--- src/rtl/oled_cmd_arbiter.sv ---
// Round-robin arbiter sharing one OLED driver command port between N_REQ sources,
// with a per-command lock that keeps the port for atomic multi-command sequences.
module oled_cmd_arbiter #(
  parameter int unsigned N_REQ = 2
) (
  input  logic               clk,
  input  logic               reset_n,
  input  logic [N_REQ-1:0]   req_valid,
  input  logic [9*N_REQ-1:0] req_cmd,
  input  logic [N_REQ-1:0]   req_wait,
  input  logic [N_REQ-1:0]   req_lock,
  output logic [N_REQ-1:0]   req_ack,
  output logic [N_REQ-1:0]   grant,
  input  logic               oled_ready,
  output logic [8:0]         oled_command,
  output logic               oled_strobe,
  output logic               oled_wait_for_busy
);

  localparam int unsigned PTR_W = $clog2(N_REQ);
  localparam int unsigned SUM_W = PTR_W + 1;
  localparam int unsigned CMD_W = 9;

  typedef enum logic [1:0] {ARB, STROBE, WAIT} state_t;

  state_t           state;
  logic [PTR_W-1:0] rr_ptr;
  logic             locked;

  logic [N_REQ-1:0] cand;
  logic [N_REQ-1:0] win_onehot;
  logic [PTR_W-1:0] win;
  logic [PTR_W-1:0] next_ptr;
  logic [SUM_W-1:0] sum;
  logic             found;

  // While locked only the current owner may issue; scan from rr_ptr with wrap.
  always_comb begin
    cand  = locked ? (req_valid & grant) : req_valid;
    found = 1'b0;
    win   = '0;
    sum   = '0;
    for (int k = 0; k < int'(N_REQ); k++) begin
      sum = SUM_W'(rr_ptr) + SUM_W'(k);
      if (sum >= SUM_W'(N_REQ)) sum = sum - SUM_W'(N_REQ);
      if (!found && cand[PTR_W'(sum)]) begin
        found = 1'b1;
        win   = PTR_W'(sum);
      end
    end
  end

  assign win_onehot = N_REQ'(1) << win;
  assign next_ptr   = (win == PTR_W'(N_REQ - 1)) ? '0 : win + 1'b1;

  always_ff @(posedge clk or negedge reset_n) begin
    if (!reset_n) begin
      state              <= ARB;
      rr_ptr             <= '0;
      locked             <= 1'b0;
      req_ack            <= '0;
      grant              <= '0;
      oled_command       <= '0;
      oled_strobe        <= 1'b0;
      oled_wait_for_busy <= 1'b0;
    end else begin
      req_ack     <= '0;
      oled_strobe <= 1'b0;
      case (state)
        ARB: begin
          if (!locked) grant <= '0;
          if (oled_ready && found) begin
            oled_command       <= req_cmd[int'(win)*CMD_W +: CMD_W];
            oled_wait_for_busy <= req_wait[win];
            oled_strobe        <= 1'b1;
            req_ack            <= win_onehot;
            grant              <= win_onehot;
            locked             <= req_lock[win];
            // A locked accept keeps the rotation point so the sequence resumes fairly.
            if (!req_lock[win]) rr_ptr <= next_ptr;
            state              <= STROBE;
          end
        end
        STROBE: state <= WAIT;
        WAIT: if (oled_ready) state <= ARB;
        default: state <= ARB;
      endcase
    end
  end

endmodule

--- config.mk ---
export PLATFORM = sky130hd
export DESIGN_NAME = oled_cmd_arbiter
export DESIGN_NICKNAME = d
export VERILOG_FILES = /design/src/rtl/oled_cmd_arbiter.sv
export SDC_FILE = /design/constraint.sdc
export NUM_CORES = 1
export LEC_CHECK = 0
export BUFFER_PORTS_ARGS = -buffer_cell sky130_fd_sc_hd__buf_2
export CAP_MARGIN = 30
export CORE_ASPECT_RATIO = 0.75
export CORE_UTILIZATION = 45
export DETAILED_ROUTE_END_ITERATION = 10
export PLACE_DENSITY_LB_ADDON = 0.3
export REMOVE_ABC_BUFFERS = 1
export SLEW_MARGIN = 5
export SYNTH_ARGS = -nofsm -noshare
export SYNTH_HDL_FRONTEND = slang
export SYNTH_SLANG_ARGS = --single-unit
--- constraint.sdc ---
create_clock -name clk -period 1.9 [get_ports clk]
set_input_delay 0.38 -clock clk [delete_from_list [all_inputs] [get_ports clk]]
set_output_delay 0.38 -clock clk [all_outputs]
set_load 0.05 [all_outputs]
==> out/metrics.json, run 1 <==
{
  "timing": {
    "tightestPinTransition_ns": 0.415,
    "post-route-period-util_pct": 84.5,
    "timing.final.max_slew_violations": 0,
    "rsz0062_at_grt": "no",
    "hold_slack_ns": -0.00177,
    "fin_setup_tns_ns": 0,
    "hold_viol": 3,
    "clock.fmax_mhz": 623,
    "finalSetupViolCount": 0,
    "remaining_max_slew_budget_at_the_tightest_pin_pct": 72.3,
    "final_period_minus_worst_setup_slack_ns": 1.61,
    "final.setup_skew_ns": 0.00101,
    "worst_slack_ns": 0.294
  },
  "critical_path": {
    "cp_data_required_time_ns": 2.10,
    "cpMaxStageDelayCell": "sky130_fd_sc_hd__dfrtp_1",
    "slowest_delay_ns": 0.46,
    "crit_path_end_kind": "flip-flop",
    "cp_data_arrival_time_ns": 1.80,
    "worst_setup_path_type": "flip-flop to flip-flop",
    "crit_path_max_fanout": 13,
    "timing.critical_path.cells": "a22o_2 > o211a_1 > and2_2 > a21o_1",
    "crit_path_start_kind": "flip-flop"
  },
  "floorplanning": {
    "io-pin-count": 42,
    "fp.dieArea_um2": 2190,
    "initial_utilization_pct": 50.0,
    "dieWidth_um": 53.7,
    "core_um2": 1810,
    "rows": 13,
    "die_height_um": 40.8
  },
  "routing": {
    "route.detailed.drc": 0,
    "wirelength_mm": 1.67,
    "drtAntennaViolNets": 0,
    "post_drt_via_cell_ratio": 5.04,
    "wire_per_inst_um": 11.5,
    "route.vias.total": 731,
    "firstDrtPassIters": 4,
    "dr.first_iter.drc_count": 8
  },
  "cells_and_area": {
    "design.final.nets": 151,
    "final_layout_size_suffix_gt1_share_pct": 45.5,
    "n_antenna_cell": 0,
    "syn2layout_area_growth_pct": 28.2,
    "final_design_area_no_fill_um2": 1160
  },
  "global_routing": {
    "grt_overflow_total": 0,
    "first_global_vias": 587,
    "antenna_violations_before_repair": 0,
    "grt_pass1_wl_mm": 2.52,
    "gr-usage-all-layers_pct": 17.4,
    "pin_count_of_the_biggest_net_entering_global_routing": 20
  },
  "run": {
    "maxCapViolations": 0
  },
  "placement": {
    "port-buffer-count": 41,
    "gp_routability_congestion": 0.774,
    "place_ws_ns": 0.242,
    "dp.final_hpwl_mm": 1.35,
    "post_dp_cell_area_um2": 1130
  },
  "min_path": {
    "holdCritPathClass": "input port to asynchronous set/reset pin"
  },
  "clock_tree": {
    "cts_made_buffers": 3,
    "cts_tree": "built",
    "worstSkewPairLatency_ns": 0.29,
    "cts_max_level": 1,
    "worst_path_clk_slew_ns": 0.10,
    "number_of_buffers_inserted_to_repair_setup_after_cts": 0,
    "ctsResizeCount": 0,
    "cts-root-to-sink-buffers": 2,
    "ctsRootBufferMaster": "sky130_fd_sc_hd__clkbuf_4",
    "total_number_of_clock_tree_sinks": 19,
    "cts.hold.buffers_added": 0
  },
  "synth": {
    "synth_sequential_area_ratio_pct": 52.7,
    "postSynthRegisterBits": 19,
    "synth.cell_area_um2": 902,
    "post_synth_num_cell_types": 20,
    "synth_cells": 78,
    "syn-mean-instance-area_um2": 11.6,
    "yosysWarnings": 0
  },
  "status": {
    "run_status": "complete, but fails checks",
    "failed_checks": "hold timing"
  },
  "power": {
    "power.static_leakage_nw": 0.665,
    "fin_total_pwr_mw": 2.06,
    "worst_ir_drop_vdd_mv": 0.960,
    "pwr_density_cell_nw_per_um2": 1780
  }
}
-- sequential cells by signal, indices dropped and copies added, names as in the netlist --
signal              cells
oled_command            9
grant                   2
req_ack                 2
state                   2
locked                  1
oled_strobe             1
oled_wait_for_busy      1
rr_ptr                  1
-- worst max-delay path: cells and delay by family, from the launching register on --
| family | cells | cell delay, ns |
|---|---|---|
| AOI/OAI and AO/OA | 3 | 0.79 |
| DFF | 1 | 0.46 |
| and+or+nand+nor | 1 | 0.26 |
-- placed cells by master (no fill, tap or decap) --
cell                       instances
sky130_fd_sc_hd__clkbuf_4          3
sky130_fd_sc_hd__o311ai_4          1
sky130_fd_sc_hd__and2_2            1
sky130_fd_sc_hd__o211a_1           2
sky130_fd_sc_hd__mux2i_1          12
sky130_fd_sc_hd__dfrtp_1          19
sky130_fd_sc_hd__nor2b_4           1
sky130_fd_sc_hd__a211oi_2          1
sky130_fd_sc_hd__clkinv_2          1
sky130_fd_sc_hd__a21o_1            2
sky130_fd_sc_hd__a22o_2            1
sky130_fd_sc_hd__nand2_1           1
sky130_fd_sc_hd__nor2_1           14
sky130_fd_sc_hd__buf_4             4
sky130_fd_sc_hd__a211o_1           1
sky130_fd_sc_hd__and2b_4           1
sky130_fd_sc_hd__o21ba_2           1
sky130_fd_sc_hd__buf_2            41
sky130_fd_sc_hd__nand2b_1          2
sky130_fd_sc_hd__inv_1             2
sky130_fd_sc_hd__a21oi_1          12
-- power breakdown --
part / internal [mW] / leakage [nW] / switching, mW
logic: 0.373 / 0.420 / 0.790
clock network: 0.0784 / 0.0177 / 0.121
registers: 0.576 / 0.227 / 0.118
total: 1.03 / 0.665 / 1.03
-- final timing paths --
kind                                             start                     endpoint  slack, ns  depth (start not counted)
min in group clk                            oled_ready         state[0]$_DFFE_PN0P_       0.34                          2
max in group asynchronous                      reset_n  oled_command[7]$_DFFE_PN0P_       1.61                          1
setup reg to reg                  grant[0]$_DFFE_PN0P_         grant[0]$_DFFE_PN0P_       0.29                          4
hold reg to reg            oled_command[6]$_DFFE_PN0P_  oled_command[6]$_DFFE_PN0P_       0.53                          2
hold / removal                                 reset_n         state[1]$_DFFE_PN0P_     -0.002                          1
setup / recovery                  grant[0]$_DFFE_PN0P_         grant[0]$_DFFE_PN0P_       0.29                          4
-- cell usage after synthesis, drive strengths merged --
master / number / area share (%)
a22o: 1 / 1.1
a21o: 2 / 1.7
and2b: 1 / 1.1
inv: 2 / 0.83
a21oi: 12 / 6.7
and2: 1 / 0.83
nand2: 1 / 0.42
a211oi: 1 / 1.4
o211a: 2 / 2.2
buf: 4 / 4.0
nor2b: 1 / 1.5
a211o: 1 / 0.97
nand2b: 2 / 1.4
nor2: 14 / 5.8
o311ai: 1 / 2.9
mux2i: 12 / 13
dfrtp: 19 / 53
o21ba: 1 / 1.1
-- metal layers --
metal,vias to the layer above,GRT usage [%],part of all wire (%)
met1,339,20.6,46
met3,4,7.04,7.1
met2,26,28.1,46
met4,0,7.89,1.3
li1,362,-,-
met5,-,0,0
-- kinds of logic after synthesis --
kind of cell	synth area share, %
buf+inv	4.85
flops	52.7
compound gates	18.0
simple gates	11.1
mux	13.3
-- layout make-up --
type                            count  area [µm²]
Clock buffer                        3        22.5
Clock inverter                      1        5.00
Fill cell                         149         649
Inverter                            2        7.51
Multi-Input combinational cell     53         383
Sequential cell                    19         475
Tap cell                           22        27.5
Timing Repair Buffer               45         235
-- through the flow --
| step | util, % | std cells |
|---|---|---|
| final | 64.0 | 145 |
| after global routing | 64.0 | 145 |
| after CTS | 64.0 | 145 |
| after detailed placement | 62.5 | 141 |
| after global placement | 62.5 | 141 |
| after floorplan | - | 74 |
Power figures use the tool's default switching activity.
==> run 2: changes to the inputs <==
- CORE_UTILIZATION: 45 -> 40
- clock period: 1.9 -> 1.4 ns (I/O delays scaled with it)
==> run 2 against run 1 <==
The flow finishes with violations (setup timing). Sequential share of layout area down 2.9 points. Power increased by 54%. Die area grew 12%. Critical path type unchanged. Largest cell class unchanged.
==> out/metrics.json, run 2 (synthesized netlist as in run 1, its figures left out) <==
{
  "critical_path": {
    "crit_path_max_fanout": 6,
    "endpoint": "grant[1]$_DFFE_PN0P_",
    "worst-r2r-cell-count": 5,
    "worst_r2r_endpoint": "grant[1]$_DFFE_PN0P_",
    "worst_setup_path_type": "flip-flop to flip-flop",
    "cp_data_required_time_ns": 1.60,
    "cp_data_arrival_time_ns": 1.69,
    "r2r_setup_slack_ns": -0.08,
    "worstSetupStartpoint": "locked$_DFFE_PN0P_",
    "crit_path_end_kind": "flip-flop",
    "crit_path_start_kind": "flip-flop",
    "critical_path.reg2reg.startpoint": "locked$_DFFE_PN0P_"
  },
  "power": {
    "internal_power_mw": 1.61,
    "power.static_leakage_nw": 0.697,
    "fin_total_pwr_mw": 3.16,
    "power.share.clock_pct": 8.7,
    "seqPwrFrac_pct": 30.1,
    "worst_ir_drop_vdd_mv": 1.28,
    "p_sw_share_pct": 49.2,
    "net_switching_power_mw": 1.55,
    "logic_pwr_share_pct": 61.2,
    "pwr_density_cell_nw_per_um2": 2540
  },
  "cells_and_area": {
    "finish.cell_count_without_fillers": 155,
    "regMostFlops": "oled_command",
    "most_common_library_cell_in_the_layout_ignoring_fill_and_taps": "sky130_fd_sc_hd__buf_2",
    "final_layout_size_suffix_gt1_share_pct": 50.4,
    "largest_register_ff_count": 9,
    "n_antenna_cell": 0,
    "design.final.nets": 159,
    "syn2layout_area_growth_pct": 38.0,
    "layout_common_cells": "sky130_fd_sc_hd__buf_2 (42), sky130_fd_sc_hd__dfrtp_1 (19), sky130_fd_sc_hd__nor2_1 (14)"
  },
  "clock_tree": {
    "cts_tree": "built",
    "worstSkewPairLatency_ns": 0.30,
    "cts_max_level": 1,
    "total_number_of_clock_tree_sinks": 19,
    "cts_made_buffers": 3,
    "ctsRootBufferMaster": "sky130_fd_sc_hd__clkbuf_4",
    "cts-root-to-sink-buffers": 2,
    "worst_path_clk_slew_ns": 0.11
  },
  "routing": {
    "dr.first_iter.drc_count": 19,
    "route.detailed.drc": 0,
    "route.vias.total": 744,
    "wire_per_inst_um": 11.9,
    "firstDrtPassIters": 4,
    "post_drt_via_cell_ratio": 4.80,
    "drtAntennaViolNets": 0,
    "wirelength_mm": 1.84
  },
  "timing": {
    "clock.fmax_mhz": 674,
    "hold_slack_ns": 0.231,
    "timing.final.max_slew_violations": 0,
    "final.setup_skew_ns": 0.00560,
    "hold_viol": 0,
    "post-route-period-util_pct": 106,
    "remaining_max_slew_budget_at_the_tightest_pin_pct": 72.0,
    "finalSetupViolCount": 13,
    "rsz0062_at_grt": "yes",
    "fin_setup_tns_ns": -0.598,
    "tightestPinTransition_ns": 0.420,
    "worst_slack_ns": -0.0838,
    "final_period_minus_worst_setup_slack_ns": 1.48
  },
  "floorplanning": {
    "die_height_um": 43.1,
    "fp.dieArea_um2": 2450,
    "dieWidth_um": 56.8,
    "core_um2": 2070,
    "io-pin-count": 42,
    "initial_utilization_pct": 43.6,
    "rows": 14
  },
  "global_routing": {
    "grt_overflow_total": 0,
    "antenna_violations_before_repair": 0,
    "pin_count_of_the_biggest_net_entering_global_routing": 20,
    "first_global_vias": 663,
    "grt_pass1_wl_mm": 2.93,
    "gr-usage-all-layers_pct": 16.1
  },
  "placement": {
    "dp.final_hpwl_mm": 1.39,
    "place_ws_ns": -0.0778,
    "port-buffer-count": 41,
    "dp.cells": 149,
    "gp_routability_congestion": 0.738
  },
  "status": {
    "run_status": "complete, but fails checks",
    "failed_checks": "setup timing"
  },
  "run": {
    "maxCapViolations": 0
  },
  "min_path": {
    "holdCritPathClass": "input port to flip-flop"
  }
}
==> run 2: power groups by stage <==
stage	Clock, mW	Sequential (mW)	Combinational (mW)
CTS	0.288	0.954	1.88
floorplan	0	1.57	0.568
finish	0.276	0.951	1.94
global route	0.310	0.984	2.08
global placement	0	0.956	1.82
detailed placement	0	0.964	1.85
==> run 2: cell type report <==
cell class,instances,area (µm²)
fill,186,822
inverter,2,7.51
tap,24,30.0
clock inverter,1,5.00
clock buffer,3,22.5
timing repair buffer,53,303
multi-input combinational,53,402
sequential,19,475
==> run 2: timing repair <==
action / 4_1_cts / 5_1_grt
gates cloned: 0 / 1
endpoints found under the hold margin: 19 / 0
endpoints found under the setup margin: 13 / 14
setup buffers: 0 / 0
gates resized for setup: 1 / 4
pin swaps: 0 / 7
hold buffers: 1 / 0
==> run 2: worst min-delay path by stage <==
stage | from | endpoint | slack [ns] | cells after the start
3_3_place_gp | reset_n | state[0]$_DFFE_PN0P_ | 0.23 | 1
2_1_floorplan | reset_n | grant[0]$_DFFE_PN0P_ | -0.02 | 0
5_1_grt | oled_ready | state[0]$_DFFE_PN0P_ | 0.21 | 2
4_1_cts | oled_ready | state[0]$_DFFE_PN0P_ | 0.22 | 2
3_5_place_dp | reset_n | state[0]$_DFFE_PN0P_ | 0.23 | 1
6_report | oled_ready | state[0]$_DFFE_PN0P_ | 0.23 | 2
==> run 2: through the flow <==
stage / util, % / cell area [µm²]
global placement: 56.9 / 1180
global route: 60.2 / 1240
CTS: 59.1 / 1220
detailed placement: 56.9 / 1180
finish: 60.2 / 1240
floorplan: - / 866
==> run 2: per-layer routing <==
layer / up-vias / track usage, % / wire length (µm)
met5: - / 0 / 0
met4: 0 / 2.93 / 0
met3: 0 / 5.49 / 124
met2: 32 / 26.9 / 876
met1: 336 / 20.6 / 842
li1: 376 / - / -
==> run 2: worst max-delay path, stage by stage, from the launching register on <==
cell	delay [ns]
sky130_fd_sc_hd__dfrtp_1	0.42
sky130_fd_sc_hd__nor2b_4	0.15
sky130_fd_sc_hd__o311ai_4	0.31
sky130_fd_sc_hd__buf_6	0.18
sky130_fd_sc_hd__and2b_4	0.19
sky130_fd_sc_hd__a21o_1	0.14
==> run 3: changes to the inputs <==
- CORE_ASPECT_RATIO: 0.75 -> 1.2
- CTS_CLUSTER_DIAMETER: not set -> 120
- RECOVER_POWER: not set -> 25
==> run 3 against run 2 <==
The run still ends with setup timing left. Sequential power decreased by 0.4%. Register-to-register slack improved by 0.04 ns. First-iteration DRC count decreased by 84%. Largest power group unchanged.
==> out/metrics.json, run 3 (synthesized netlist as in run 1, its figures left out) <==
{
  "status": {
    "run_status": "complete, but fails checks",
    "failed_checks": "setup timing"
  },
  "global_routing": {
    "grt_pass1_wl_mm": 3.12,
    "grt_overflow_total": 0,
    "first_global_vias": 760,
    "pin_count_of_the_biggest_net_entering_global_routing": 20,
    "antenna_violations_before_repair": 0,
    "gr-usage-all-layers_pct": 18.4
  },
  "critical_path": {
    "crit_path_max_fanout": 6,
    "critical_path.reg2reg.startpoint": "grant[0]$_DFFE_PN0P_",
    "worst-r2r-cell-count": 6,
    "worst_r2r_endpoint": "oled_command[1]$_DFFE_PN0P_",
    "timing.critical_path.cells": "buf_6 > nor2b_4 > o311ai_4 > buf_6 > mux2i_1 > a21oi_1",
    "worst_setup_path_type": "flip-flop to flip-flop",
    "slowest_delay_ns": 0.40,
    "cpMaxStageDelayCell": "sky130_fd_sc_hd__dfrtp_1",
    "crit_path_end_kind": "flip-flop",
    "r2r_setup_slack_ns": -0.04,
    "crit_path_start_kind": "flip-flop",
    "critPathMostFrequentCell": "sky130_fd_sc_hd__buf_6",
    "cp_data_required_time_ns": 1.59,
    "cp_data_arrival_time_ns": 1.63
  },
  "timing": {
    "tightestPinTransition_ns": 0.458,
    "finalSetupViolCount": 12,
    "final.setup_skew_ns": 0.00182,
    "clock.fmax_mhz": 693,
    "worst_slack_ns": -0.0436,
    "final_period_minus_worst_setup_slack_ns": 1.44,
    "hold_slack_ns": 0.255,
    "post-route-period-util_pct": 103,
    "rsz0062_at_grt": "yes",
    "remaining_max_slew_budget_at_the_tightest_pin_pct": 69.4,
    "timing.final.max_slew_violations": 0,
    "hold_viol": 0
  },
  "clock_tree": {
    "worst_path_clk_slew_ns": 0.10,
    "cts_tree": "built",
    "cts_max_level": 1,
    "cts_made_buffers": 3,
    "cts-root-to-sink-buffers": 2,
    "ctsRootBufferMaster": "sky130_fd_sc_hd__clkbuf_4",
    "worstSkewPairLatency_ns": 0.29,
    "number_of_buffers_inserted_to_repair_setup_after_cts": 0,
    "total_number_of_clock_tree_sinks": 19
  },
  "routing": {
    "wire_per_inst_um": 11.0,
    "wirelength_mm": 1.75,
    "dr.first_iter.drc_count": 3,
    "firstDrtPassIters": 2,
    "route.detailed.drc": 0,
    "drtAntennaViolNets": 0,
    "post_drt_via_cell_ratio": 4.70,
    "route.vias.total": 748
  },
  "cells_and_area": {
    "regMostFlops": "oled_command",
    "layout_common_cells": "sky130_fd_sc_hd__buf_2 (38), sky130_fd_sc_hd__dfrtp_1 (19), sky130_fd_sc_hd__nor2_1 (14)",
    "n_antenna_cell": 0,
    "most_common_library_cell_in_the_layout_ignoring_fill_and_taps": "sky130_fd_sc_hd__buf_2",
    "largest_register_ff_count": 9,
    "design.final.nets": 157,
    "multiInputGateArea_um2": 390,
    "n_fill_cell": 209,
    "sequential_cell_area_um2": 475,
    "syn2layout_area_growth_pct": 37.0,
    "final_layout_size_suffix_gt1_share_pct": 47.3
  },
  "placement": {
    "port-buffer-count": 41,
    "gp_routability_congestion": 0.785,
    "dp.final_hpwl_mm": 1.38
  },
  "floorplanning": {
    "core_um2": 2090,
    "io-pin-count": 42,
    "dieWidth_um": 45.4,
    "rows": 18,
    "fp.dieArea_um2": 2450,
    "initial_utilization_pct": 43.1,
    "die_height_um": 54.0
  },
  "min_path": {
    "holdCritPathClass": "input port to flip-flop",
    "holdPathStages": 2,
    "worst_hold_path_ep": "state[0]$_DFFE_PN0P_",
    "worstHoldStart": "oled_ready"
  },
  "run": {
    "maxCapViolations": 0
  },
  "power": {
    "fin_total_pwr_mw": 3.09,
    "pwr_density_cell_nw_per_um2": 2500,
    "worst_ir_drop_vdd_mv": 1.42,
    "power.static_leakage_nw": 0.689
  }
}
-- run 3: worst max-delay path by stage --
stage,startpoint,end,slack (ns),depth (start not counted)
after floorplan,grant[0]$_DFFE_PN0P_,grant[0]$_DFFE_PN0P_,-0.51,4
after global placement,grant[0]$_DFFE_PN0P_,oled_command[6]$_DFFE_PN0P_,-0.04,6
after detailed placement,req_valid[0],rr_ptr$_DFFE_PN0P_,-0.08,5
after CTS,grant[0]$_DFFE_PN0P_,oled_command[1]$_DFFE_PN0P_,-0.06,6
after global routing,grant[0]$_DFFE_PN0P_,oled_wait_for_busy$_DFFE_PN0P_,-0.16,6
final,grant[0]$_DFFE_PN0P_,oled_command[1]$_DFFE_PN0P_,-0.04,6
-- run 3: power breakdown --
group          total, mW  switching, mW  internal (mW)
logic               1.87           1.20          0.671
clock network      0.266          0.155          0.111
registers          0.947          0.153          0.794
total               3.09           1.51           1.58
-- run 3: critical path, delay by kind of cell (launching register included) --
kind / cells / cell delay, ns
muxes: 1 / 0.20
buffers and inverters: 2 / 0.31
and+or+nand+nor: 1 / 0.03
DFF: 1 / 0.40
AOI/OAI and AO/OA: 2 / 0.39
-- run 3: area by class of cell --
| type | instances | area share (%) |
|---|---|---|
| clock buffers | 4 | 2.13 |
| inverters | 2 | 0.607 |
| multi-input cells | 53 | 31.6 |
| well taps | 30 | 3.04 |
| repair buffers | 51 | 24.2 |
| flip-flops and latches | 19 | 38.5 |
-- run 3: through the flow --
stage	utilization, %	instances	cell area [µm²]	setup TNS [ns]	setup WS (ns)
after floorplan	-	74	866	-7.16	-0.510
after global placement	56.2	154	1180	-0.300	-0.0405
after detailed placement	56.2	154	1180	-0.621	-0.0750
after CTS	58.8	159	1230	-0.405	-0.0570
after global routing	59.0	159	1240	-1.39	-0.161
final	59.0	159	1240	-0.256	-0.0436
-- run 3: routing by layer --
metal	GRT usage [%]	wire [µm]	part of all wire, %	vias to the layer above
met5	0	0	0	-
met2	31.9	941	54	27
li1	-	-	-	371
met3	5.70	95	5.4	4
met4	9.09	31	1.8	0
met1	20.2	684	39	346
-- run 3: timing repair --
| item | CTS | global route |
|---|---|---|
| hold buffers | 1 | 0 |
| resized for setup | 4 | 2 |
| endpoints found under the hold margin | 19 | 0 |
| setup endpoints to repair | 13 | 15 |
| pin swaps | 7 | 3 |
| gates cloned | 0 | 0 |
